**config.mk**
```make
export PLATFORM = sky130hd
export DESIGN_NAME = pc_sequencer
export DESIGN_NICKNAME = d
export VERILOG_FILES = /design/src/rtl/pc_sequencer.sv
export SDC_FILE = /design/constraint.sdc
export NUM_CORES = 1
export LEC_CHECK = 0
export ABC_AREA = 1
export BUFFER_PORTS_ARGS = -buffer_cell sky130_fd_sc_hd__buf_2
export CAP_MARGIN = 5
export CORE_ASPECT_RATIO = 0.75
export CORE_MARGIN = 8
export CORE_UTILIZATION = 34
export CTS_BUF_LIST = sky130_fd_sc_hd__clkbuf_16
export DETAILED_ROUTE_END_ITERATION = 7
export GPL_TIMING_DRIVEN = 0
export PLACE_DENSITY = 0.89
export SYNTH_ARGS = -nofsm -noshare
export SYNTH_HDL_FRONTEND = slang
export SYNTH_SLANG_ARGS = --single-unit
```
**constraint.sdc**
```tcl
create_clock -name clk -period 3.9 [get_ports clk]
set_clock_uncertainty 0.2 [all_clocks]
set_input_delay 0.78 -clock clk [delete_from_list [all_inputs] [get_ports clk]]
set_output_delay 0.78 -clock clk [all_outputs]
set_load 0.01 [all_outputs]
```
**src/rtl/pc_sequencer.sv**
```systemverilog
// Program-counter control FSM: chooses advance/branch/load/hold and drives squash/issue.
// Optional performance counters are built when PC_SEQ_PERF_EN is defined.
module pc_sequencer #(
   parameter int unsigned FLUSH_CYCLES = 2,
   parameter int unsigned ADDR_W       = 32
) (
   input  logic              clk,
   input  logic              reset,
   input  logic              start,
   input  logic              halt_req,
   input  logic              stall_req,
   input  logic              branch_req,
   input  logic [ADDR_W-1:0] branch_imm,
   input  logic              pc_write_req,
   input  logic [ADDR_W-1:0] pc_write_data,
   input  logic [ADDR_W-1:0] pc_curr,
   output logic              pc_branch,
   output logic [ADDR_W-1:0] pc_imm,
   output logic              pc_we,
   output logic [ADDR_W-1:0] pc_wdata,
   output logic              squash,
   output logic              issue_valid,
   output logic              halted,
   output logic [1:0]        state_o,
   output logic [15:0]       branch_count,
   output logic [15:0]       stall_count
);

   typedef enum logic [1:0] {
      StIdle  = 2'd0,
      StRun   = 2'd1,
      StFlush = 2'd2,
      StHalt  = 2'd3
   } state_t;

   localparam logic [3:0] FlushInit = 4'(FLUSH_CYCLES);

   state_t     state;
   logic [3:0] flush_cnt;
   logic       redirect;
   logic       load_req;
   logic       stall_evt;

   assign redirect  = ((state == StRun) || (state == StFlush)) && (pc_write_req || branch_req);
   // Absolute load beats a branch when both arrive together.
   assign load_req  = redirect && pc_write_req;
   assign stall_evt = (state == StRun) && stall_req && !redirect;

   always_ff @(posedge clk or negedge reset) begin
      if (!reset) begin
         state     <= StIdle;
         flush_cnt <= 4'd0;
      end else begin
         unique case (state)
            StIdle: begin
               if (start) state <= StRun;
            end
            StRun: begin
               if (redirect) begin
                  state     <= StFlush;
                  flush_cnt <= FlushInit;
               end else if (halt_req) begin
                  state <= StHalt;
               end
            end
            StFlush: begin
               if (redirect) begin
                  flush_cnt <= FlushInit;
               end else if (flush_cnt <= 4'd1) begin
                  state     <= StRun;
                  flush_cnt <= 4'd0;
               end else begin
                  flush_cnt <= flush_cnt - 4'd1;
               end
            end
            StHalt: begin
               if (start) state <= StRun;
            end
            default: state <= StIdle;
         endcase
      end
   end

   // Holding the PC means rewriting it with its own value.
   always_comb begin
      pc_branch   = redirect && branch_req && !pc_write_req;
      pc_imm      = branch_imm;
      pc_we       = load_req || (state == StIdle) || (state == StHalt) || stall_evt;
      pc_wdata    = load_req ? pc_write_data : pc_curr;
      squash      = redirect || (state == StFlush);
      issue_valid = (state == StRun) && !stall_req && !redirect;
      halted      = (state == StHalt);
      state_o     = state;
   end

`ifdef PC_SEQ_PERF_EN
   logic [15:0] branch_cnt_q;
   logic [15:0] stall_cnt_q;

   always_ff @(posedge clk or negedge reset) begin
      if (!reset) begin
         branch_cnt_q <= 16'd0;
         stall_cnt_q  <= 16'd0;
      end else begin
         if (redirect && (branch_cnt_q != 16'hFFFF)) branch_cnt_q <= branch_cnt_q + 16'd1;
         if (stall_evt && (stall_cnt_q != 16'hFFFF)) stall_cnt_q <= stall_cnt_q + 16'd1;
      end
   end

   assign branch_count = branch_cnt_q;
   assign stall_count  = stall_cnt_q;
`else
   assign branch_count = 16'd0;
   assign stall_count  = 16'd0;
`endif

endmodule
```
Word-level counts from Yosys, hierarchy flattened
Cells that the tools add are included.
- register bits: 6
- latch bits: 0
- RAM bits: 0
- memory bits (read-only): 0
- input bits: 103
- output and inout bits: 103
- word-level logic and storage cells: 45
- memories: 0
- add/subtract/negate cells: 1
- multiply operators: 0
- divide/modulo/power cells: 0
- $lt $le $gt $ge: 1
- equal/unequal tests: 8
- shift-type cells: 0
- muxes and demuxes: 11
- bitwise gates (word level): 0
- reductions and logical operators: 22
- operators with widths (cell ; count):
    2-to-1 mux 32 bit ; 1
    2-to-1 mux 4 bit ; 3
    2-to-1 mux 2 bit ; 5
    logical AND 1 bit ; 8
    one-hot mux 4 bit (2 select lines) ; 1
    logical OR 1 bit ; 6
    one-hot mux 2 bit (3 select lines) ; 1
    == test 2 bit, second input constant ; 2
    <= comparator 4 x 1 -> 1 bit, second input constant ; 1
    != test 2 x 1 -> 1 bit, second input constant ; 2
    != test 2 bit, second input constant ; 2
    AND reduction 4 bit ; 1
    subtractor 4 x 1 -> 4 bit, second input constant ; 1
    zero test 1 bit ; 3
    != test 3 bit, second input constant ; 1
    == test 2 x 1 -> 1 bit, second input constant ; 1
    zero test 2 bit ; 1
    AND reduction 2 bit ; 1
    nonzero test 2 bit ; 1
    OR reduction 2 bit ; 1

Logic depth before layout (Yosys ltp)
Gate-level depths: netlist of the first run.
- depth in word-level cells: 7
- depth in mapped cells: 9

Worst setup path before layout of the first run
No wires, ideal clock.
- kind: register to output
- start: register state[0] (netlist: state_o[0])
- end: output port pc_wdata[10]
- arrival: 1.517 ns
- required time: 2.920 ns
- path slack: 1.403 ns
- stages on the path, launching flop included: 6
- buffers on the path: 1
- cells stage by stage: dfrtp_1 -> inv_1 -> ha_1 -> nand2_2 -> buf_6 -> mux2_4
- word-level cells in the longest chain between the ends: 5
- elaborated cells between the ends (all ways): 6
- those cells by class: 2 x eq/ne; 1 x mux; 3 x reduce/logical
- RTL lines (what ; line ; source):
    start: declaration ; 38 ; state_t state;
    start signal: assignment ; 51 ; state <= StIdle;
    start signal: assignment ; 56 ; if (start) state <= StRun;
    start signal: assignment ; 60 ; state <= StFlush;
    == test 2 x 1 -> 1 bit / == test 2 bit (equally long branches) ; 44 ; assign redirect = ((state == StRun) || (state == StFlush)) && (pc_write_req || branch_req);
    logical OR 1 bit (*) ; 44 ;
    logical AND 1 bit (*) ; 44 ;
    logical AND 1 bit (*) ; 46 ; assign load_req = redirect && pc_write_req;
    2-to-1 mux 32 bit (*) ; 89 ; pc_wdata = load_req ? pc_write_data : pc_curr;
    end: declaration ; 20 ; output logic [ADDR_W-1:0] pc_wdata,
Mark *: on every way between the ends. The rest lies on a longest branch, timed or not.

Worst setup path in the final report of the first run
- start: register state[0] (netlist: state_o[0])
- end: output port pc_wdata[9]
The elaborated chain is that of the path after synthesis.

==> reports/results.tsv, run 1 <==
stage	metric	value	unit
grt	grtUsageTotal	15.5	%
power	power-per-cell-area	513	nW/µm²
floorplan	row_count	20	
floorplan	dieHeight	73.0	µm
logic_synthesis	synth.largest_area_cell	buf_4	
logic_synthesis	synthFlopType	dfrtp_1	
timing	rsz0062_at_grt	no	
clock_network	cts_tree	done	
timing	maxSlewViolCount	0	
worst_setup_path	arrival	1.96	ns
power	p_leak	0.00160	µW
floorplan	die_area	6720	µm²
clock_network	clock_sinks	6	
route	detail-route-antenna-nets	0	
worst_setup_path	path_delay_family	buffers and inverters	
power	peakVddDrop	0.000263	V
clock_network	postCtsSetupBuffers	0	
grt	grt_pass1_wl	8.54	mm
logic_synthesis	netlist_area	1470	µm²
timing	min_period	2.94	ns
timing	achievable-frequency	340	MHz
route	vias	1616	
worst_setup_path	path_cells	inv_1 -> ha_1 -> nand2_2 -> buf_6 -> mux2_4 -> buf_2	
floorplan	initial_core_util	35.9	%
grt	grt_max_degree	11	
logic_synthesis	synth.top_cell.area_share	32.6	%
run_status	status	finished clean	
route	detail_route.wl_per_cell	15.0	µm
run	drv_cap	0	
timing	timing.final.crit_share	75.5	%
route	drc	0	
floorplan	coreArea	4100	µm²
clock_network	hold_buffers	0	
worst_setup_path	crit_cells	6	
placement	hpwlAfterDp	5.52	mm
logic_synthesis	ys_types	21	
clock_network	h-tree-depth	1	
logic_synthesis	synthTopCellsByArea	buf_4, mux2_4, dfrtp_1	
timing	setup-violations-final	0	
route	avgViaCountPerCell	4.05	
worst_setup_path	cp_slowest_stage_delay	0.40	ns
clock_network	clockBufferDepth	2	
clock_network	clk_latency	0.22	ns
floorplan	die_x	92.0	µm
grt	grt_overflow	0	
power	power	1250	µW
timing	hold_viol	0	
logic_synthesis	synth_edf_count	0	
worst_setup_path	startpoint_type	flip-flop	
logic_synthesis	ys.warnings.count	0	
clock_network	cts_resized	0	
grt	antenna_found_initial	0	
logic_synthesis	syn_area_per_cell	8.72	µm²
hold_path	hold_path.class	input port to asynchronous set/reset pin	
worst_setup_path	crit_buf_inv	3	
clock_network	clkTransAtPathRegs	0.03	ns
logic_synthesis	yosys-top-cells-count	buf_4, mux2_4, inv_1	
placement	io_buffers	141	
floorplan	ios	206	
worst_setup_path	worstPathRequired	2.92	ns
logic_synthesis	yosysSeqAreaShare	10.2	%
cells_and_area	diodes	0	
timing	fin_tns_setup	0	ns
placement	place.gp.congestion	0.970	
grt	grt_pass1_vias	1611	
clock_network	numCtsBuffers	3	
logic_synthesis	ys_seq_elements	6	
worst_setup_path	crit_slowest_cell	dfrtp_1	
logic_synthesis	yosysMostFrequentCell	buf_4	
route	finalWirelength	5.98	mm
worst_setup_path	crit_type	flip-flop to output port	
logic_synthesis	synthCells	169	
worst_setup_path	end_kind	output port	
worst_setup_path	rr_worst_depth	6	
route	drtPass1Iterations	4	
worst_setup_path	worstPathMaxFanout	10	
cells_and_area	nNetsFinal	455	
route	drt_iter0_drc	54	
cells_and_area	area_growth	65.5	%
cells_and_area	drive_gt1_share	71.5	%
clock_network	cts_root_buf	clkbuf_16	
logic_synthesis	async_flop_share	100	%
area by class of cell:
class	count	area, µm²
Timing Repair Buffer	141	706
Tap cell	55	68.8
Buffer	67	514
Inverter	13	48.8
Fill cell	380	1660
Sequential cell	6	150
Multi-Input combinational cell	114	877
Clock buffer	3	75.1
placed cells by master (no fill, tap or decap), drive strengths merged, types with 4 or more instances in the layout:
master  instances
a21oi           4
buf           208
conb           32
dfrtp           6
ha              6
inv            13
mux2           32
nand2          13
nand3           9
nor2            6
path summary, 6_finish.rpt:
kind                         startpoint           end  slack (ns)
setup / recovery             state_o[0]   pc_wdata[9]        0.96
hold / removal                    reset    state_o[0]        0.17
setup reg to reg             state_o[0]  flush_cnt[1]        2.11
hold reg to reg            flush_cnt[3]  flush_cnt[3]        0.35
max in group asynchronous         reset  flush_cnt[1]        3.19
min in group clk           flush_cnt[3]  flush_cnt[3]        0.35
metal layers:
layer  share of wire (%)  vias up  GRT usage, %
met5                   0        -             0
met4                0.37        0          2.67
met3                 6.6        2          3.49
met2                  55       87          29.6
met1                  38      719          17.2
li1                    -      808             -
registers in the layout (all words and copies together), names as in the netlist:
| name | count |
|---|---|
| flush_cnt | 4 |
| state_o | 2 |
cells by family after synthesis:
logic type                 count (synthesis)  synth area share (%)
AOI/OAI and AO/OA                         10                  4.07
buffers and inverters                     80                  38.2
adders and majority gates                  6                  5.09
muxes                                     32                  31.8
DFF                                        6                  10.2
and+or+nand+nor                           34                  10.4
other                                      1                 0.254
where the power goes:
part	internal [µW]	leakage, µW	switching, µW
sequential	91.5	0.0000737	29.0
combinational	483	0.00149	486
clock	131	0.0000370	30.3
total	706	0.00160	545
stage by stage:
step           area [µm²]  setup slack, ns  hold slack [ns]  instances  utilization, %
6_report             2440            0.956            0.171        399            59.5
3_3_place_gp         2360             1.19            0.328        396            57.6
2_1_floorplan        1590             1.40            0.284        200               -
5_1_grt              2440            0.840            0.178        399            59.5
4_1_cts              2440            0.948            0.171        399            59.5
3_5_place_dp         2360             1.18            0.346        396            57.6
worst register-to-register path: cells and delay by family (launching register included):
| family | cells | cell delay [ns] |
|---|---|---|
| AO/OA/AOI/OAI | 1 | 0.23 |
| adder cells (fa/ha/maj) | 1 | 0.38 |
| buffers and inverters | 2 | 0.16 |
| flip-flops | 1 | 0.40 |
| AND/OR/NAND/NOR | 2 | 0.30 |
Note: power is estimated with default switching activity, not from simulation.
==> run 2: changes to the inputs <==
--- a/config.mk
+++ b/config.mk
@@ -10,11 +10,11 @@
 export CAP_MARGIN = 5
 export CORE_ASPECT_RATIO = 0.75
 export CORE_MARGIN = 8
-export CORE_UTILIZATION = 34
+export CORE_UTILIZATION = 31
 export CTS_BUF_LIST = sky130_fd_sc_hd__clkbuf_16
 export DETAILED_ROUTE_END_ITERATION = 7
 export GPL_TIMING_DRIVEN = 0
-export PLACE_DENSITY = 0.89
+export PLACE_DENSITY = 0.82
 export SYNTH_ARGS = -nofsm -noshare
 export SYNTH_HDL_FRONTEND = slang
 export SYNTH_SLANG_ARGS = --single-unit
==> constraint.sdc (replaced) <==
create_clock -name clk -period 2.9 [get_ports clk]
set_clock_uncertainty 0.2 [all_clocks]
set_input_delay 0.58 -clock clk [delete_from_list [all_inputs] [get_ports clk]]
set_output_delay 0.58 -clock clk [all_outputs]
set_load 0.01 [all_outputs]
==> run 2 against run 1 <==
- clock power increased by 35%
- global-route usage is 1.7 points lower
- count of clock-buffer cells in the layout is the same
- total power increased by 36%
- critical endpoint is now pc_wdata[7]
- largest cell class unchanged
==> reports/results.tsv, run 2 (synthesis gave the netlist of run 1 again) <==
stage	metric	value	unit
grt	grtUsageTotal	13.7	%
clock_network	clockBufferDepth	2	
placement	place.gp.congestion	0.814	
run_status	status	finished clean	
power	power	1700	µW
timing	timing.final.crit_share	95.8	%
cells_and_area	layout_commonest_cell	buf_2	
floorplan	die_x	95.6	µm
power	p_leak	0.00160	µW
grt	grt_overflow	0	
floorplan	row_count	21	
clock_network	cts_root_buf	clkbuf_16	
worst_setup_path	startpoint_type	flip-flop	
placement	io_buffers	141	
worst_setup_path	arrival	2.00	ns
placement	hpwlAfterDp	5.65	mm
cells_and_area	design_area	2450	µm²
timing	min_period	2.78	ns
cells_and_area	instances_no_fill	402	
route	vias	1637	
power	power-per-cell-area	692	nW/µm²
floorplan	dieHeight	75.7	µm
clock_network	h-tree-depth	1	
placement	placedCellCount	398	
worst_setup_path	crit_type	flip-flop to output port	
worst_setup_path	worstPathRequired	2.12	ns
route	drt_iter0_drc	19	
worst_setup_path	crit_buf_inv	3	
power	peakVddDrop	0.000411	V
timing	setup-violations-final	0	
cells_and_area	fill_cells	428	
placement	post_dp_cell_area	2370	µm²
timing	achievable-frequency	360	MHz
clock_network	clk_latency	0.22	ns
timing	maxSlewViolCount	0	
route	detail-route-antenna-nets	0	
worst_setup_path	crit_slowest_cell	dfrtp_1	
route	drtPass1Iterations	4	
route	detail_route.wl_per_cell	15.5	µm
clock_network	clkTransAtPathRegs	0.03	ns
route	avgViaCountPerCell	4.07	
cells_and_area	area_growth	66.4	%
cells_and_area	drive_gt1_share	71.3	%
route	finalWirelength	6.22	mm
cells_and_area	largest_reg_flops	4	
grt	grt_max_degree	11	
worst_setup_path	cp_slowest_stage_delay	0.40	ns
worst_setup_path	end_kind	output port	
grt	grt_pass1_wl	8.00	mm
clock_network	numCtsBuffers	3	
clock_network	cts_resized	0	
route	drc	0	
timing	hold_viol	0	
cells_and_area	nNetsFinal	456	
worst_setup_path	path_cells	inv_1 -> ha_1 -> nand2_2 -> buf_6 -> mux2_4 -> buf_2	
grt	grt_pass1_vias	1723	
timing	rsz0062_at_grt	no	
cells_and_area	diodes	0	
hold_path	hold_path.class	flip-flop to flip-flop	
timing	fin_tns_setup	0	ns
clock_network	cts_tree	done	
floorplan	coreArea	4520	µm²
cells_and_area	top_register	flush_cnt	
floorplan	die_area	7240	µm²
floorplan	ios	206	
worst_setup_path	path_delay_family	buffers and inverters	
run	drv_cap	0	
floorplan	initial_core_util	32.6	%
clock_network	clock_sinks	6	
cells_and_area	most-common-layout-cells	buf_2, buf_4, conb_1	
worst_setup_path	worstPathMaxFanout	10	
grt	antenna_found_initial	0	
-- run 2: cell count changes in the layout (fill, tap and decap cells not counted) --
cell	previous run	this run
dlygate4sd3_1	0	1
-- run 2: final cells by class --
type	instances	area, µm²	share of cell area (%)
multi-input cells	114	877	35.8
repair buffers	142	716	29.2
plain buffers	67	514	21.0
flip-flops and latches	6	150	6.12
clock buffers	3	75.1	3.06
well taps	57	71.3	2.91
inverters	13	48.8	1.99
-- run 2: repair_timing --
item | in CTS | in global routing
endpoints found under the setup margin | 0 | 0
setup buffers | 0 | 0
hold buffers | 1 | 0
endpoints found under the hold margin | 6 | 0
-- run 2: final timing paths --
kind                               from           end  slack (ns)  depth (start not counted)
setup / recovery             state_o[0]   pc_wdata[7]        0.12                          6
hold / removal             flush_cnt[1]  flush_cnt[1]        0.35                          2
setup reg to reg             state_o[0]  flush_cnt[3]        1.09                          7
hold reg to reg            flush_cnt[1]  flush_cnt[1]        0.35                          2
max in group asynchronous         reset    state_o[0]        1.86                          2
min in group asynchronous         reset  flush_cnt[2]        0.51                          2
-- run 2: worst reg2reg max path: stages (launching register included) --
cell     delay, ns
dfrtp_1       0.40
inv_1         0.10
ha_1          0.40
nand3_1       0.15
nand2_1       0.20
o21ai_1       0.12
nand2_1       0.08
nor2_1        0.04
-- run 2: power by group --
| group | switching [µW] | leakage [µW] | internal, µW |
|---|---|---|---|
| Combinational | 672 | 0.00149 | 650 |
| Sequential | 34.2 | 0.0000737 | 123 |
| Clock | 41.7 | 0.0000370 | 177 |
| Total | 748 | 0.00160 | 950 |
-- run 2: through the flow --
| stage | setup slack [ns] | utilization [%] | hold WS, ns |
|---|---|---|---|
| 5_1_grt | 0.0422 | 54.3 | 0.377 |
| 3_5_place_dp | 0.353 | 52.4 | 0.202 |
| 3_3_place_gp | 0.391 | 52.4 | 0.202 |
| 2_1_floorplan | 0.603 | - | 0.0844 |
| 4_1_cts | 0.113 | 54.3 | 0.351 |
| 6_report | 0.121 | 54.3 | 0.347 |
-- run 2: routing by layer --
layer  global-route usage, %  vias up  routed length, µm  part of all wire, %
met5                       0        -                  0                    0
met2                    27.3       95               3540                   57
met3                    3.15        4                595                  9.6
li1                        -      811                  -                    -
met4                    3.74        0                 47                 0.76
met1                    14.1      727               2040                   33
